$ cat config.mk
export PLATFORM = sky130hd
export DESIGN_NAME = capture_counter_n
export DESIGN_NICKNAME = d
export VERILOG_FILES = /design/src/rtl/capture_counter_n.sv
export SDC_FILE = /design/constraint.sdc
export NUM_CORES = 1
export LEC_CHECK = 0
export BUFFER_PORTS_ARGS = -buffer_cell sky130_fd_sc_hd__buf_2
export CORE_ASPECT_RATIO = 2
export CORE_UTILIZATION = 40
export DETAILED_ROUTE_END_ITERATION = 16
export GPL_TIMING_DRIVEN = 0
export HOLD_SLACK_MARGIN = 0.15
export SKIP_CTS_REPAIR_TIMING = 1
export SLEW_MARGIN = 20
export SYNTH_ARGS = -nofsm -noshare
export SYNTH_HDL_FRONTEND = slang
export SYNTH_SLANG_ARGS = --single-unit
export TNS_END_PERCENT = 1
$ cat constraint.sdc
create_clock -name clk100_i -period 4.7 [get_ports clk100_i]
set_clock_uncertainty 0.05 [all_clocks]
set_input_delay 0.235 -clock clk100_i [delete_from_list [all_inputs] [get_ports clk100_i]]
set_output_delay 0.235 -clock clk100_i [all_outputs]
set_load 0.02 [all_outputs]
$ cat src/rtl/capture_counter_n.sv
// Switch-capture event counter: debounced push buttons capture, clear and step
// a binary or BCD counter shown on active-low 7-segment digits.
module capture_counter_n #(
   parameter int unsigned SW_W       = 10,
   parameter int unsigned DIGITS     = 2,
   parameter int unsigned DEB_CYCLES = 1_000_000,
   parameter bit          BCD        = 1'b0,
   parameter bit          WRAP       = 1'b1
) (
   input  logic                clk100_i,
   input  logic                rstn_i,
   input  logic [SW_W-1:0]     sw_i,
   input  logic [2:0]          key_i,
   output logic [SW_W-1:0]     ledr_o,
   output logic [7*DIGITS-1:0] hex_o,
   output logic                ovf_o
);

   localparam int unsigned      CW       = 4 * DIGITS;
   localparam int unsigned      DEB_W    = (DEB_CYCLES > 1) ? $clog2(DEB_CYCLES) : 1;
   localparam logic [DEB_W-1:0] DEB_LAST = DEB_W'(DEB_CYCLES - 1);

   logic [1:0]      r_rst_sync;
   logic            w_rst_n;
   logic [SW_W-1:0] r_sw_s0, r_sw_s1;
   logic [2:0]      w_press;
   logic [SW_W-1:0] r_data;
   logic [CW-1:0]   r_count;
   logic            r_ovf;
   logic [CW-1:0]   w_inc, w_dec;
   logic            w_inc_co, w_dec_bo;

   // Reset asserts immediately but releases two clocks later.
   // NOTE: sequential state always uses non-blocking (<=) so every flop samples
   // pre-edge values regardless of block ordering.
   always_ff @(posedge clk100_i or negedge rstn_i) begin
      if (!rstn_i) r_rst_sync <= '0;
      else         r_rst_sync <= {r_rst_sync[0], 1'b1};
   end
   assign w_rst_n = r_rst_sync[1];

   for (genvar k = 0; k < 3; k++) begin : g_key
      logic             r_s0, r_s1, r_lvl, r_arm, r_pulse;
      logic [DEB_W-1:0] r_cnt;

      always_ff @(posedge clk100_i or negedge w_rst_n) begin
         if (!w_rst_n) begin
            r_s0    <= 1'b0;
            r_s1    <= 1'b0;
            r_lvl   <= 1'b0;
            r_arm   <= 1'b0;
            r_pulse <= 1'b0;
            r_cnt   <= '0;
         end else begin
            r_s0    <= ~key_i[k];
            r_s1    <= r_s0;
            r_pulse <= 1'b0;
            if (!r_arm) begin
               // A key held through reset stays ignored until seen released.
               if (r_s1)                   r_cnt <= '0;
               else if (r_cnt == DEB_LAST) begin
                  r_arm <= 1'b1;
                  r_cnt <= '0;
               end else                    r_cnt <= r_cnt + DEB_W'(1);
            end else if (r_s1 == r_lvl) begin
               r_cnt <= '0;
            end else if (r_cnt == DEB_LAST) begin
               r_lvl   <= r_s1;
               r_pulse <= r_s1;
               r_cnt   <= '0;
            end else begin
               r_cnt <= r_cnt + DEB_W'(1);
            end
         end
      end
      assign w_press[k] = r_pulse;
   end

   always_ff @(posedge clk100_i or negedge w_rst_n) begin
      if (!w_rst_n) begin
         r_sw_s0 <= '0;
         r_sw_s1 <= '0;
      end else begin
         r_sw_s0 <= sw_i;
         r_sw_s1 <= r_sw_s0;
      end
   end

   // NOTE: every output of this block is given a default first so no latch
   // can be inferred on any path.
   always_comb begin
      w_inc    = r_count;
      w_dec    = r_count;
      w_inc_co = 1'b1;
      w_dec_bo = 1'b1;
      if (BCD) begin
         for (int d = 0; d < int'(DIGITS); d++) begin
            if (w_inc_co) begin
               if (r_count[4*d +: 4] == 4'd9) w_inc[4*d +: 4] = 4'd0;
               else begin
                  w_inc[4*d +: 4] = r_count[4*d +: 4] + 4'd1;
                  w_inc_co        = 1'b0;
               end
            end
            if (w_dec_bo) begin
               if (r_count[4*d +: 4] == 4'd0) w_dec[4*d +: 4] = 4'd9;
               else begin
                  w_dec[4*d +: 4] = r_count[4*d +: 4] - 4'd1;
                  w_dec_bo        = 1'b0;
               end
            end
         end
      end else begin
         {w_inc_co, w_inc} = {1'b0, r_count} + (CW+1)'(1);
         w_dec             = r_count - CW'(1);
         w_dec_bo          = (r_count == '0);
      end
   end

   // Carry/borrow out of the top digit marks a boundary; wrapped values are
   // exactly 0 and maximum, so saturating just means holding the register.
   always_ff @(posedge clk100_i or negedge w_rst_n) begin
      if (!w_rst_n) begin
         r_data  <= '0;
         r_count <= '0;
         r_ovf   <= 1'b0;
      end else if (w_press[1]) begin
         r_data  <= '0;
         r_count <= '0;
         r_ovf   <= 1'b0;
      end else begin
         if (w_press[0]) r_data <= r_sw_s1;
         if (w_press[0] && !w_press[2]) begin
            if (!w_inc_co || WRAP) r_count <= w_inc;
            if (w_inc_co)          r_ovf   <= 1'b1;
         end else if (w_press[2] && !w_press[0]) begin
            if (!w_dec_bo || WRAP) r_count <= w_dec;
            if (w_dec_bo)          r_ovf   <= 1'b1;
         end
      end
   end

   function automatic logic [6:0] seg7(input logic [3:0] n);
      case (n)
         4'h0:    return 7'b1000000;
         4'h1:    return 7'b1111001;
         4'h2:    return 7'b0100100;
         4'h3:    return 7'b0110000;
         4'h4:    return 7'b0011001;
         4'h5:    return 7'b0010010;
         4'h6:    return 7'b0000010;
         4'h7:    return 7'b1111000;
         4'h8:    return 7'b0000000;
         4'h9:    return 7'b0010000;
         4'hA:    return 7'b0001000;
         4'hB:    return 7'b0000011;
         4'hC:    return 7'b1000110;
         4'hD:    return 7'b0100001;
         4'hE:    return 7'b0000110;
         default: return 7'b0001110;
      endcase
   endfunction

   for (genvar d = 0; d < DIGITS; d++) begin : g_hex
      assign hex_o[7*d +: 7] = seg7(r_count[4*d +: 4]);
   end

   assign ledr_o = r_data;
   assign ovf_o  = r_ovf;

endmodule
==> results by group, run 1 <==
Synthesis
  • Top FF cell, synth: dfrtp_1
  • Register area share after synthesis: 55.2%
  • Net count after synthesis: 535
  • Mapped Area: 0.00526 mm2
  • FF+latch count, synth: 116
  • Unique masters post-synth: 46
  • Cells after synthesis: 506
  • Number of flops mapped to enable cells by yosys: 0
  • FFs w/ async S/R, synth: 100%
  • Synth Warn #: 0
  • Mean Syn Cell Area: around 10 um2

STA
  • Slew Viols, Final: 0
  • Worst slew pin tran: 0.729 ns
  • Max-slew headroom at the worst pin: 51.4%
  • Fmax achieved: 0.443 GHz
  • Final Hold Viols: 0
  • Hold WS: 0.200 ns
  • Fin crit share: 48.0%
  • # setup viols final: 0
  • Minimum clock period: 2.26 ns
  • RSZ-0062 raised after global routing: no

Critical path
  • Bufs and invs on worst path: 2
  • Family with the most delay on the worst path: flip-flops
  • RR Startpoint: g_key[0].r_cnt[0]
  • Arr. time, crit path: 1.97 ns
  • Crit path launch type: register
  • Req. time, crit path: between 4 and 5 ns
  • CP endpoint kind: output port
  • CP Class: register to output port
  • Reg2reg setup slack: 2.45 ns
  • Worst path cell trace: inv_1 > ha_1 > nand2_1 > o21ai_0 > a21oi_1 > buf_2
  • Max Fanout on Critical Path: 7
  • Slowest cell on crit path: dfrtp_1
  • CP Launch Point: r_count[0]
  • Max incr delay on CP: between 0.4 and 0.5 ns

GRT
  • Grt ovf: 0
  • Number of global-route vias before repair: approximately 4,000
  • Global-route wire length before repair: 18,000 um
  • GRT Total Usage: 16.6%
  • Largest net degree at the start of global routing: 57
  • Initial antenna violation count: 0

Clocking
  • Clk Tree Root Cell: clkbuf_16
  • Htree depth: 4
  • Clock slew at reported path FFs: 0.06 ns
  • Clk buf depth: 2
  • Clk sink count: 116
  • Clk Latency, worst-skew pair: about 0.41 ns
  • Num CTS Buffers: 17
  • TritonCTS clock tree: built

Floorplanning
  • CORE AREA: 0.0129 mm2
  • Die W: 83.1 um
  • Die ar.: 0.0136 mm2
  • Top Ports: 40
  • Starting Density: 40.7%
  • Row count: 59
  • Vert. Die Dim: ~160 um

Place
  • Placed cell count: 699
  • HPWL Detailed: 7310 um
  • Dpl cell area: 0.00570 mm2
  • GPL Wtd Cong: between 0.8 and 0.9
  • I/O Buffers: 39

Detailed routing
  • Pre-antenna DRT Iters: 4
  • Total wire length: between 10,000 and 15,000 um
  • Vias/cell: 5.14
  • Total number of vias: 3,838
  • DRT iter0 DRCs: 156
  • Antenna Nets Post-Route: 0
  • WL per Instance: 14.0 um
  • DR DRC count: 0

Cells and area
  • Share of cells above drive strength 1: 15.0%
  • Most frequent cells in the layout: 115 x dfrtp_1, 92 x nor2_1, 41 x buf_2, 37 x xor2_1, 30 x nand2_1
  • NumNets Final: just over 600
  • # diodes: 0
  • Final core utilization: 49.9%
  • Post-Layout Cell Count: ~750
  • Layout area overhead: 22.4%
  • Commonest non-fill, non-tap cell in the layout: dfrtp_1
  • Final Cell Area: 0.00644 mm2

Power
  • Leak pwr: around 2.9 nW
  • Power Density: 368 mW/mm2
  • Peak supply drop: 0.289 mV
  • Total Power: 2.37 mW

Run
  • Max Cap Viol: 0

Hold path
  • Hold Crit Class: register to asynchronous set/reset pin

Status
  • Outcome: complete, no violations
## state kept, by name, summed over array words and instances (netlist names)
signal         flops
g_key.r_pulse      3
r_count            8
r_sw_s0           10
ovf_o              1
r_rst_sync         2
g_key.r_s1         3
g_key.r_s0         3
ledr_o            10
r_sw_s1           10
g_key.r_lvl        3
g_key.r_arm        3
g_key.r_cnt       60
## kinds of logic (layout without fill, tap and decap cells)
| kind of cell | after synthesis | count (layout) | synth area share (%) |
|---|---|---|---|
| flops | 116 | 116 | 55.2 |
| compound gates | 42 | 42 | 4.52 |
| xor+xnor | 62 | 62 | 10.3 |
| simple gates | 226 | 226 | 21.1 |
| buf+inv | 29 | 117 | 2.33 |
| other cells | 1 | 1 | 0.0713 |
| mux | 16 | 16 | 3.14 |
| fa+ha+maj | 14 | 14 | 3.33 |
## power by group
group / switching [mW] / internal (mW) / leakage, nW / total, mW
logic: 0.0330 / 0.0259 / 1.11 / 0.0588
registers: 0.0160 / 1.02 / 1.55 / 1.03
clock network: 0.477 / 0.799 / 0.283 / 1.28
## layout make-up
type	instances	area, um2
Buffer	13	62.6
Clock buffer	18	439
Clock inverter	14	154
Fill cell	1164	6480
Inverter	16	60.1
Multi-Input combinational cell	361	2240
Sequential cell	116	2910
Tap cell	152	190
Timing Repair Buffer	56	393
## metrics by stage
step / setup slack, ns / setup TNS (ns)
floorplan: 1.18 / 0
global placement: -0.000865 / -0.00753
detailed placement: 2.41 / 0
CTS: 2.39 / 0
global route: 2.15 / 0
finish: 2.44 / 0
## Yosys cell counts (6+ instances only)
| cell type | n | share of area [%] |
|---|---|---|
| inv_1 | 15 | 1.1 |
| ha_1 | 14 | 3.3 |
| o21ai_0 | 17 | 1.6 |
| nand3_1 | 25 | 2.4 |
| mux2i_1 | 12 | 2.3 |
| nor2_1 | 92 | 6.6 |
| xnor2_1 | 25 | 4.2 |
| dfrtp_1 | 116 | 55 |
| nor3_1 | 14 | 1.3 |
| clkbuf_1 | 8 | 0.57 |
| a21oi_1 | 14 | 1.3 |
| xor2_1 | 37 | 6.2 |
| nand4_1 | 13 | 1.5 |
| nand2_1 | 30 | 2.1 |
| and3_1 | 13 | 1.5 |
| nand2b_1 | 6 | 0.71 |
## layer usage
layer | global-route usage (%) | vias to the layer above | routed length (um)
met5 | 0 | - | 0
met4 | 7.45 | 0 | 162
met1 | 16.2 | 1914 | 4000
met3 | 4.17 | 16 | 220
met2 | 32.2 | 48 | 6030
li1 | - | 1860 | -
## worst paths after layout
path,end,cells past startpoint
max,hex_o[3],6
min,g_key[0].r_cnt[19],0
max reg2reg,g_key[0].r_cnt[17],7
min reg2reg,g_key[0].r_cnt[19],0
max in group asynchronous,r_sw_s1[6],2
min in group clk100_i,r_sw_s1[1],0
Note: power is estimated with default switching activity, not from simulation.
==> run 2: changes to the inputs <==
Clock period 4.7 ns to 2 ns, I/O delays scaled along.
==> run 2 against run 1 <==
Effect of this change:
- the flow now finishes with violations (setup timing)
- utilization up 0.99 points
- flip-flop and latch count stayed put
- clock power increased by 140%
- non-clock buffer count unchanged
- largest cell class unchanged
- wire length up 2.2%
- highest routed layer unchanged
==> results by group, run 2 (synthesis results as in run 1) <==
Clocking
  • Clock slew at reported path FFs: approximately 0.060 ns
  • Clk Tree Root Cell: clkbuf_16
  • Clk buf depth: 2
  • Htree depth: 4
  • Num CTS Buffers: 17
  • Clk Latency, worst-skew pair: 0.41 ns
  • Clk sink count: roughly 120
  • TritonCTS clock tree: built

Place
  • Dpl ws: -0.301 ns
  • Dpl cell area: 0.00568 mm2
  • I/O Buffers: 39
  • GPL Wtd Cong: 0.871
  • HPWL Detailed: 7370 um

Detailed routing
  • Total number of vias: ~3,800
  • Pre-antenna DRT Iters: 5
  • Antenna Nets Post-Route: 0
  • Vias/cell: 5.13
  • WL per Instance: between 10 and 15 um
  • Total wire length: about 11,000 um
  • DR DRC count: 0
  • DRT iter0 DRCs: 158

Cells and area
  • Most frequent cells in the layout: 111 x dfrtp_1, 92 x nor2_1, 39 x buf_2, 37 x xor2_1, 28 x nand2_1
  • Commonest non-fill, non-tap cell in the layout: dfrtp_1
  • NumNets Final: 610
  • Layout area overhead: 24.8%
  • Share of cells above drive strength 1: 19.2%
  • Max reg flops: 60
  • Final Cell Area: 0.00657 mm2
  • Largest reg by FF count: g_key.r_cnt
  • # diodes: 0
  • Filler instances: 1,143

Floorplanning
  • Die W: 83.1 um
  • CORE AREA: 0.0129 mm2
  • Starting Density: about two fifths
  • Vert. Die Dim: ~160 um
  • Die ar.: about 0.014 mm2
  • Row count: 59
  • Top Ports: 40

Run
  • Max Cap Viol: 0

STA
  • # setup viols final: 1
  • Minimum clock period: 2.01 ns
  • Worst slew pin tran: roughly 0.75 ns
  • Fmax achieved: 0.498 GHz
  • Final Hold Viols: 0
  • Slew Viols, Final: 0
  • Max-slew headroom at the worst pin: 50.3%
  • Final Worst Setup Slack: -0.00744 ns
  • Hold WS: 0.287 ns
  • RSZ-0062 raised after global routing: yes
  • Fin crit share: 100%

Power
  • Total Power: 5.66 mW
  • Leak pwr: 2.99 nW
  • Peak supply drop: 0.676 mV
  • Power Density: 861 mW/mm2

GRT
  • Busiest grt layer: met2
  • GR Layer Usage met2: 31.2%
  • Grt ovf: 0
  • Global-route wire length before repair: 17,900 um
  • Largest net degree at the start of global routing: 59
  • GRT Total Usage: between 10% and 20%
  • Number of global-route vias before repair: just under 4,000
  • Met3 Resource Use GR: 3.97%
  • Initial antenna violation count: 0
  • M1 GR Usage: 16.9%

Status
  • Failing checks: setup timing
  • Outcome: finished with violations

Hold path
  • Hold Crit Depth: 2
  • Hold Crit Class: input port to register

Critical path
  • Req. time, crit path: between 2 and 2.5 ns
  • R2R depth: 5
  • CP Class: register to register
  • Max Fanout on Critical Path: 5
  • Crit path launch type: register
  • Arr. time, crit path: roughly 2.2 ns
  • CP endpoint kind: register
-- run 2: cell count changes in the layout (fill, tap and decap cells not counted), moves of 3 or more --
cell and change:
clkbuf_2 +3, ha_2 +4, nor3_2 +4, ha_1 -5, nor3_1 -6, dfrtp_2 +4, buf_4 +3, clkbuf_1 -3
dfrtp_1 -4, inv_1 -3
-- run 2: layout make-up --
| type | instances | area [um2] | area share (%) |
|---|---|---|---|
| clock inverter | 14 | 175 | 2.67 |
| inverter | 16 | 62.6 | 0.952 |
| clock buffer | 18 | 429 | 6.53 |
| sequential | 116 | 2910 | 44.3 |
| buffer | 12 | 65.1 | 0.990 |
| timing repair buffer | 57 | 390 | 5.94 |
| tap | 152 | 190 | 2.89 |
| multi-input combinational | 361 | 2350 | 35.7 |
-- run 2: final timing paths --
path	startpoint	endpoint	slack, ns
min reg2reg	r_rst_sync[0]	r_rst_sync[1]	0.30
max in group asynchronous	r_rst_sync[1]	g_key[2].r_cnt[3]	0.80
max reg2reg	g_key[2].r_cnt[15]	g_key[2].r_lvl	-0.007
min in group asynchronous	r_rst_sync[1]	r_sw_s0[1]	0.35
max	g_key[2].r_cnt[15]	g_key[2].r_lvl	-0.007
min	sw_i[3]	r_sw_s0[3]	0.29
-- run 2: power by group --
| group | switching, mW | leakage, nW | internal, mW |
|---|---|---|---|
| logic | 0.0672 | 1.16 | 0.0589 |
| registers | 0.0480 | 1.54 | 2.39 |
| clock network | 1.12 | 0.288 | 1.97 |
| total | 1.23 | 2.99 | 4.42 |
-- run 2: worst max-delay path, cell delays in order, from the launching register on --
cell and delay, ns:
dfrtp_1 0.40, or4_4 0.56, nor4_4 0.19, nand4_4 0.19, nor2_2 0.16, mux2_1 0.33
-- run 2: stage by stage --
step,cells,utilization (%),setup TNS (ns)
6_report,746,50.9,-0.00744
4_1_cts,730,48.6,-9.35
5_1_grt,746,50.9,-1.01
3_3_place_gp,697,43.7,-75.29
3_5_place_dp,698,44.0,-7.20
2_1_floorplan,506,-,0
-- run 2: metal layers --
metal / part of all wire, % / up-vias / routed length, um
met3: 2.2 / 18 / 236
li1: - / 1860 / -
met5: 0 / - / 0
met1: 39 / 1893 / 4130
met2: 57 / 55 / 6080
met4: 1.8 / 0 / 188
